`config.mk`:
```
export PLATFORM = sky130hd
export DESIGN_NAME = valu_sequencer
export DESIGN_NICKNAME = d
export VERILOG_FILES = /design/src/rtl/valu_pkg.sv /design/src/rtl/valu_lane.sv /design/src/rtl/valu_sequencer.sv
export SDC_FILE = /design/constraint.sdc
export NUM_CORES = 2
export LEC_CHECK = 0
export ABC_AREA = 1
export CORE_UTILIZATION = 56
export CTS_BUF_LIST = sky130_fd_sc_hd__clkbuf_4 sky130_fd_sc_hd__clkbuf_8
export DETAILED_ROUTE_END_ITERATION = 12
export HOLD_SLACK_MARGIN = 0.03
export PLACE_DENSITY = 0.74
export SLEW_MARGIN = 20
export SYNTH_ARGS = -nofsm -noshare
export SYNTH_HDL_FRONTEND = slang
export SYNTH_SLANG_ARGS = --single-unit
```
`constraint.sdc`:
```
create_clock -name clk -period 9.7 [get_ports clk]
set_input_delay 0.97 -clock clk [delete_from_list [all_inputs] [get_ports clk]]
set_output_delay 0.97 -clock clk [all_outputs]
set_load 0.03 [all_outputs]
```
`src/rtl/valu_pkg.sv`:
```
// Shared encodings for the vector ALU sequencer: alucontrol codes and FSM states.
package valu_pkg;

  localparam logic [2:0] ALU_ADD  = 3'b010;
  localparam logic [2:0] ALU_SUB  = 3'b110;
  localparam logic [2:0] ALU_MUL  = 3'b000;
  localparam logic [2:0] ALU_VSUM = 3'b011;
  localparam logic [2:0] ALU_VSET = 3'b111;
  localparam logic [2:0] ALU_SKIP = 3'b100;

  typedef enum logic [1:0] {S_IDLE, S_EXEC, S_DONE} state_t;

  // Anything the lane datapath does not implement (100, 001, 101) passes srca through.
  function automatic logic is_skip(input logic [2:0] op);
    return !(op inside {ALU_ADD, ALU_SUB, ALU_MUL, ALU_VSUM, ALU_VSET});
  endfunction

endpackage

```
`src/rtl/valu_lane.sv`:
```
// Combinational single-lane datapath shared by all lanes of the sequencer.
module valu_lane
  import valu_pkg::*;
#(
  parameter int WIDTH = 32,
  parameter int FRAC  = 16
) (
  input  logic [2:0]       op_i,
  input  logic [WIDTH-1:0] a_i,
  input  logic [WIDTH-1:0] b_i,
  input  logic [WIDTH-1:0] acc_i,
  output logic [WIDTH-1:0] r_o
);

  logic signed [2*WIDTH-1:0] ax, bx, prod, prod_sh;
  logic                      unused_prod;

  // Full-width signed product, rescaled by FRAC; the upper bits are dropped (wraps, no saturation).
  assign ax          = {{WIDTH{a_i[WIDTH-1]}}, a_i};
  assign bx          = {{WIDTH{b_i[WIDTH-1]}}, b_i};
  assign prod        = ax * bx;
  assign prod_sh     = prod >>> FRAC;
  assign unused_prod = ^prod_sh[2*WIDTH-1:WIDTH];

  always_comb begin
    r_o = a_i;
    case (op_i)
      ALU_ADD:  r_o = a_i + b_i;
      ALU_SUB:  r_o = a_i - b_i;
      ALU_MUL:  r_o = prod_sh[WIDTH-1:0];
      ALU_VSUM: r_o = acc_i + a_i;
      ALU_VSET: r_o = b_i;
      default:  r_o = a_i;
    endcase
  end

endmodule

```
`src/rtl/valu_sequencer.sv`:
```
// Vector ALU sequencer: walks one lane per cycle through a shared valu_lane and
// holds the finished vector under a valid/ready handshake.
module valu_sequencer
  import valu_pkg::*;
#(
  parameter int WIDTH = 32,
  parameter int LANES = 4,
  parameter int FRAC  = 16
) (
  input  logic                   clk,
  input  logic                   reset,
  input  logic                   in_valid,
  output logic                   in_ready,
  input  logic [2:0]             alucontrol,
  input  logic                   vector,
  input  logic [LANES*WIDTH-1:0] srca,
  input  logic [LANES*WIDTH-1:0] srcb,
  output logic                   out_valid,
  input  logic                   out_ready,
  output logic [LANES*WIDTH-1:0] result,
  output logic                   zero,
  output logic                   busy
);

  localparam int CW = $clog2(LANES);
  typedef logic [LANES-1:0][WIDTH-1:0] vec_t;

  state_t         state_q, state_d;
  logic [2:0]     op_q, op_d;
  logic           vec_q, vec_d;
  vec_t           a_q, a_d, b_q, b_d, res_q, res_d;
  logic [WIDTH-1:0] acc_q, acc_d;
  logic [CW-1:0]  cnt_q, cnt_d, last;
  logic           out_valid_q, out_valid_d, zero_q, zero_d;
  logic [WIDTH-1:0] lane_a, lane_b, lane_r;

  // vset broadcasts b[0], so the b mux ignores the lane index for that op.
  assign lane_a = a_q[cnt_q];
  assign lane_b = (op_q == ALU_VSET) ? b_q[0] : b_q[cnt_q];
  assign last   = vec_q ? CW'(LANES - 1) : '0;

  valu_lane #(.WIDTH(WIDTH), .FRAC(FRAC)) u_lane (
    .op_i  (op_q),
    .a_i   (lane_a),
    .b_i   (lane_b),
    .acc_i (acc_q),
    .r_o   (lane_r)
  );

  always_comb begin
    state_d = state_q;
    op_d    = op_q;
    vec_d   = vec_q;
    a_d     = a_q;
    b_d     = b_q;
    res_d   = res_q;
    acc_d   = acc_q;
    cnt_d   = cnt_q;
    case (state_q)
      S_IDLE: if (in_valid) begin
        op_d    = alucontrol;
        vec_d   = vector;
        a_d     = srca;
        b_d     = srcb;
        cnt_d   = '0;
        acc_d   = '0;
        res_d   = is_skip(alucontrol) ? vec_t'(srca) : '0;
        state_d = is_skip(alucontrol) ? S_DONE : S_EXEC;
      end
      S_EXEC: begin
        if (op_q == ALU_VSUM) begin
          acc_d    = lane_r;
          res_d[0] = lane_r;
        end else begin
          res_d[cnt_q] = lane_r;
        end
        if (cnt_q == last) state_d = S_DONE;
        else               cnt_d   = cnt_q + CW'(1);
      end
      S_DONE: if (out_ready) state_d = S_IDLE;
      default: state_d = S_IDLE;
    endcase
    out_valid_d = (state_d == S_DONE);
    zero_d      = (state_d == S_DONE) && (res_d == '0);
  end

  always_ff @(posedge clk) begin
    if (reset) begin
      state_q     <= S_IDLE;
      op_q        <= ALU_SKIP;
      vec_q       <= 1'b0;
      a_q         <= '0;
      b_q         <= '0;
      res_q       <= '0;
      acc_q       <= '0;
      cnt_q       <= '0;
      out_valid_q <= 1'b0;
      zero_q      <= 1'b0;
    end else begin
      state_q     <= state_d;
      op_q        <= op_d;
      vec_q       <= vec_d;
      a_q         <= a_d;
      b_q         <= b_d;
      res_q       <= res_d;
      acc_q       <= acc_d;
      cnt_q       <= cnt_d;
      out_valid_q <= out_valid_d;
      zero_q      <= zero_d;
    end
  end

  assign in_ready  = (state_q == S_IDLE) && !reset;
  assign busy      = (state_q != S_IDLE);
  assign out_valid = out_valid_q;
  assign result    = res_q;
  assign zero      = zero_q;

endmodule

```
==> summary.txt <==
Critical path
  – Setup CP Type: reg -> reg
  – Worst reg-to-reg path cell count: 41
  – Req. time, crit path: 10350 ps
  – Setup crit start kind: flop
  – Slowest-stage cell, CP: fa_2
  – Worst reg2reg path startpoint: cnt_q[0]
  – Reg2Reg Setup Slack: 160 ps
  – Slowest cell delay on critical path: 620 ps
  – Critical Path End Type: flop
  – Worst path most repeated cell: nand2_1
  – Crit path max fanout: 11
  – Reg2reg end: zero
  – Crit path DAT: 10190 ps

Route
  – WL/cell: 24.71 um
  – Post-Route WL: 220600 um
  – Met2 WL post-DR: 95760 um
  – Iteration count of the initial detailed-routing pass: 7
  – Routed Antenna Nets: 0
  – Max layer used: met5
  – Via/cell ratio: 5.922
  – WL met1: 80790 um
  – Via count: 52870
  – Post-route DRC: 0
  – DRT iter0 DRCs: 6330
  – WL met3: 27590 um

Hold path
  – HP Start: b_q[76]
  – Hold Path Stages: 2
  – Hold Path End: b_q[76]
  – Hold WC Path Type: reg -> reg

Finish
  – Finished Layout Cells: 8928
  – Most frequent cells in the layout: nand2_1 (1287), inv_1 (1283), nor2_1 (1004)
  – Layout cells sized above 1: 8.632%
  – Final instance area: 61860 um^2
  – Area growth syn-to-layout: 17.53%
  – Fin util: 66.38%
  – Final #Nets: 8922
  – Most common cell after layout, fill and taps aside: nand2_1

Yosys
  – Synth area leader: fa_1
  – Syn Nets: 8518
  – Library cells used by synthesis: 67
  – Post-synth EDFFs: 0
  – Top cells by area, synth: fa_1 (32%), dfxtp_1 (16%), nand2_1 (9.3%)
  – Async set-or-reset flop fraction in the synthesized netlist: 0%
  – Register area share after synthesis: 16.20%
  – Cell Area, Synth: 52630 um^2
  – Synth Register Bits: 426
  – YS warnings: 0
  – Post-synthesis area per instance: 7.293 um^2
  – Top cell type's share of synthesized area: 31.91%
  – Top FF cell, synth: dfxtp_1
  – Cells after Synth: 7216

GRT
  – Initial antenna violation count: 11
  – Vias in the first global route: 51600
  – Total GRT Usage: 46.03%
  – First-pass GRT wire length: 323300 um
  – Pin count of the biggest net entering global routing: 121
  – Total gr overflow: 0

Die
  – Die H: 308.6 um
  – Initial core utilization: 56.48%
  – Die area: 95210 um^2
  – FP Rows: 112
  – Die Span X: 308.6 um
  – Core Area: 93190 um^2
  – Ports: 396

Outcome
  – Outcome: complete, no violations

Clocking
  – CTS Buf Count: 73
  – Clk buf depth: 3
  – Clock transition at path regs: 70 ps
  – TritonCTS clock tree: built
  – Clk sinks: 426
  – Root Buffer: clkbuf_8
  – Clk_lat worst skew: 710 ps
  – Post-CTS Hold Buffers: 0
  – H-tree depth: 3

Timing
  – Tcrit/Tclk final: 98.30%
  – Peak Freq: 104.9 MHz
  – Final Hold Fails: 0
  – Worst clock skew: 37.35 ps
  – Worst slew pin tran: 1027 ps
  – Final setup violation count: 0
  – Final Max Slew Viols: 0
  – Worst rel slew slack: 31.51%
  – Fin crit period: 9535 ps
  – Post-route setup TNS: 0 ps

Place
  – Placed cell areas: 59470 um^2
  – Final GP Congestion: 1.072
  – Placed Instances: 8775
  – DP HPWL: 172000 um
  – PortBufs: 395

Run
  – Max_cap viols: 0
## layout make-up
type                    count  area [um^2]
multi-input cells        5066        37920
fillers                  8126        31330
flip-flops and latches    426         8536
repair buffers            719         7198
inverters                1332         5069
well taps                1254         1569
clock buffers             113         1405
clock inverters            11        126.4
repair inverters            2        17.52
diodes                      5        12.51
## critical path: cells and delay by family (launching register included)
| family | cells | cell delay [ps] |
|---|---|---|
| buffers and inverters | 9 | 1310 |
| AO/OA/AOI/OAI | 5 | 1100 |
| flip-flops | 1 | 440 |
| AND/OR/NAND/NOR | 18 | 2140 |
| adder cells (fa/ha/maj) | 9 | 4460 |
## per-stage QoR
stage               worst slack [ps]  hold slack [ps]
floorplan                       1123            424.4
global placement              -522.8            437.6
detailed placement            -438.8            449.6
CTS                            10.40            458.8
global route                  -38.51            481.1
finish                         164.6            462.9
## what timing repair did
item / in CTS / in global routing
pin swaps: 3 / 20
buffers inserted: 6 / 13
gates resized for setup: 11 / 152
setup endpoints to repair: 1 / 5
cloned: 1 / 4
## routing by layer
layer / vias up / track usage [%]
met5: - / 0
met4: 12 / 29.48
met3: 863 / 11.98
met2: 3559 / 70.10
met1: 25470 / 58.17
li1: 22970 / -
## cell usage after synthesis (19+ instances only)
library cell	n
nand2_1	1306
inv_1	1290
nor2_1	1034
fa_1	839
a21oi_1	501
o21ai_0	449
dfxtp_1	426
clkbuf_1	311
nand3_1	306
ha_1	199
o22ai_1	80
nand4_1	40
buf_1	33
a31oi_1	31
o21ai_1	29
nor3_1	27
a22oi_1	25
buf_2	23
inv_2	21
xor2_1	21
nand2_2	20
buf_6	19
## cells by family after synthesis
family / Yosys count / synth area share, %
compound gates: 1188 / 12.19
xor+xnor: 35 / 0.6110
fa+ha+maj: 1038 / 36.65
buf+inv: 1725 / 12.70
flops: 426 / 16.20
simple gates: 2804 / 21.66
## flip-flops by register name, summed over array words and instances (netlist names)
| signal | count |
|---|---|
| a_q | 128 |
| acc_q | 32 |
| b_q | 128 |
| cnt_q | 2 |
| op_q | 3 |
| out_valid | 1 |
| result | 128 |
| state_q | 2 |
| vec_q | 1 |
| zero | 1 |
## worst max path at each step
stage	start	to	cells past startpoint
CTS	cnt_q[0]	zero	45
global route	op_q[1]	zero	42
global placement	op_q[0]	zero	41
finish	cnt_q[0]	zero	41
detailed placement	op_q[0]	zero	43
floorplan	cnt_q[0]	zero	48
Power is not shown: default switching activity piles up to over one toggle a cycle in this logic, so the estimate is an artifact.
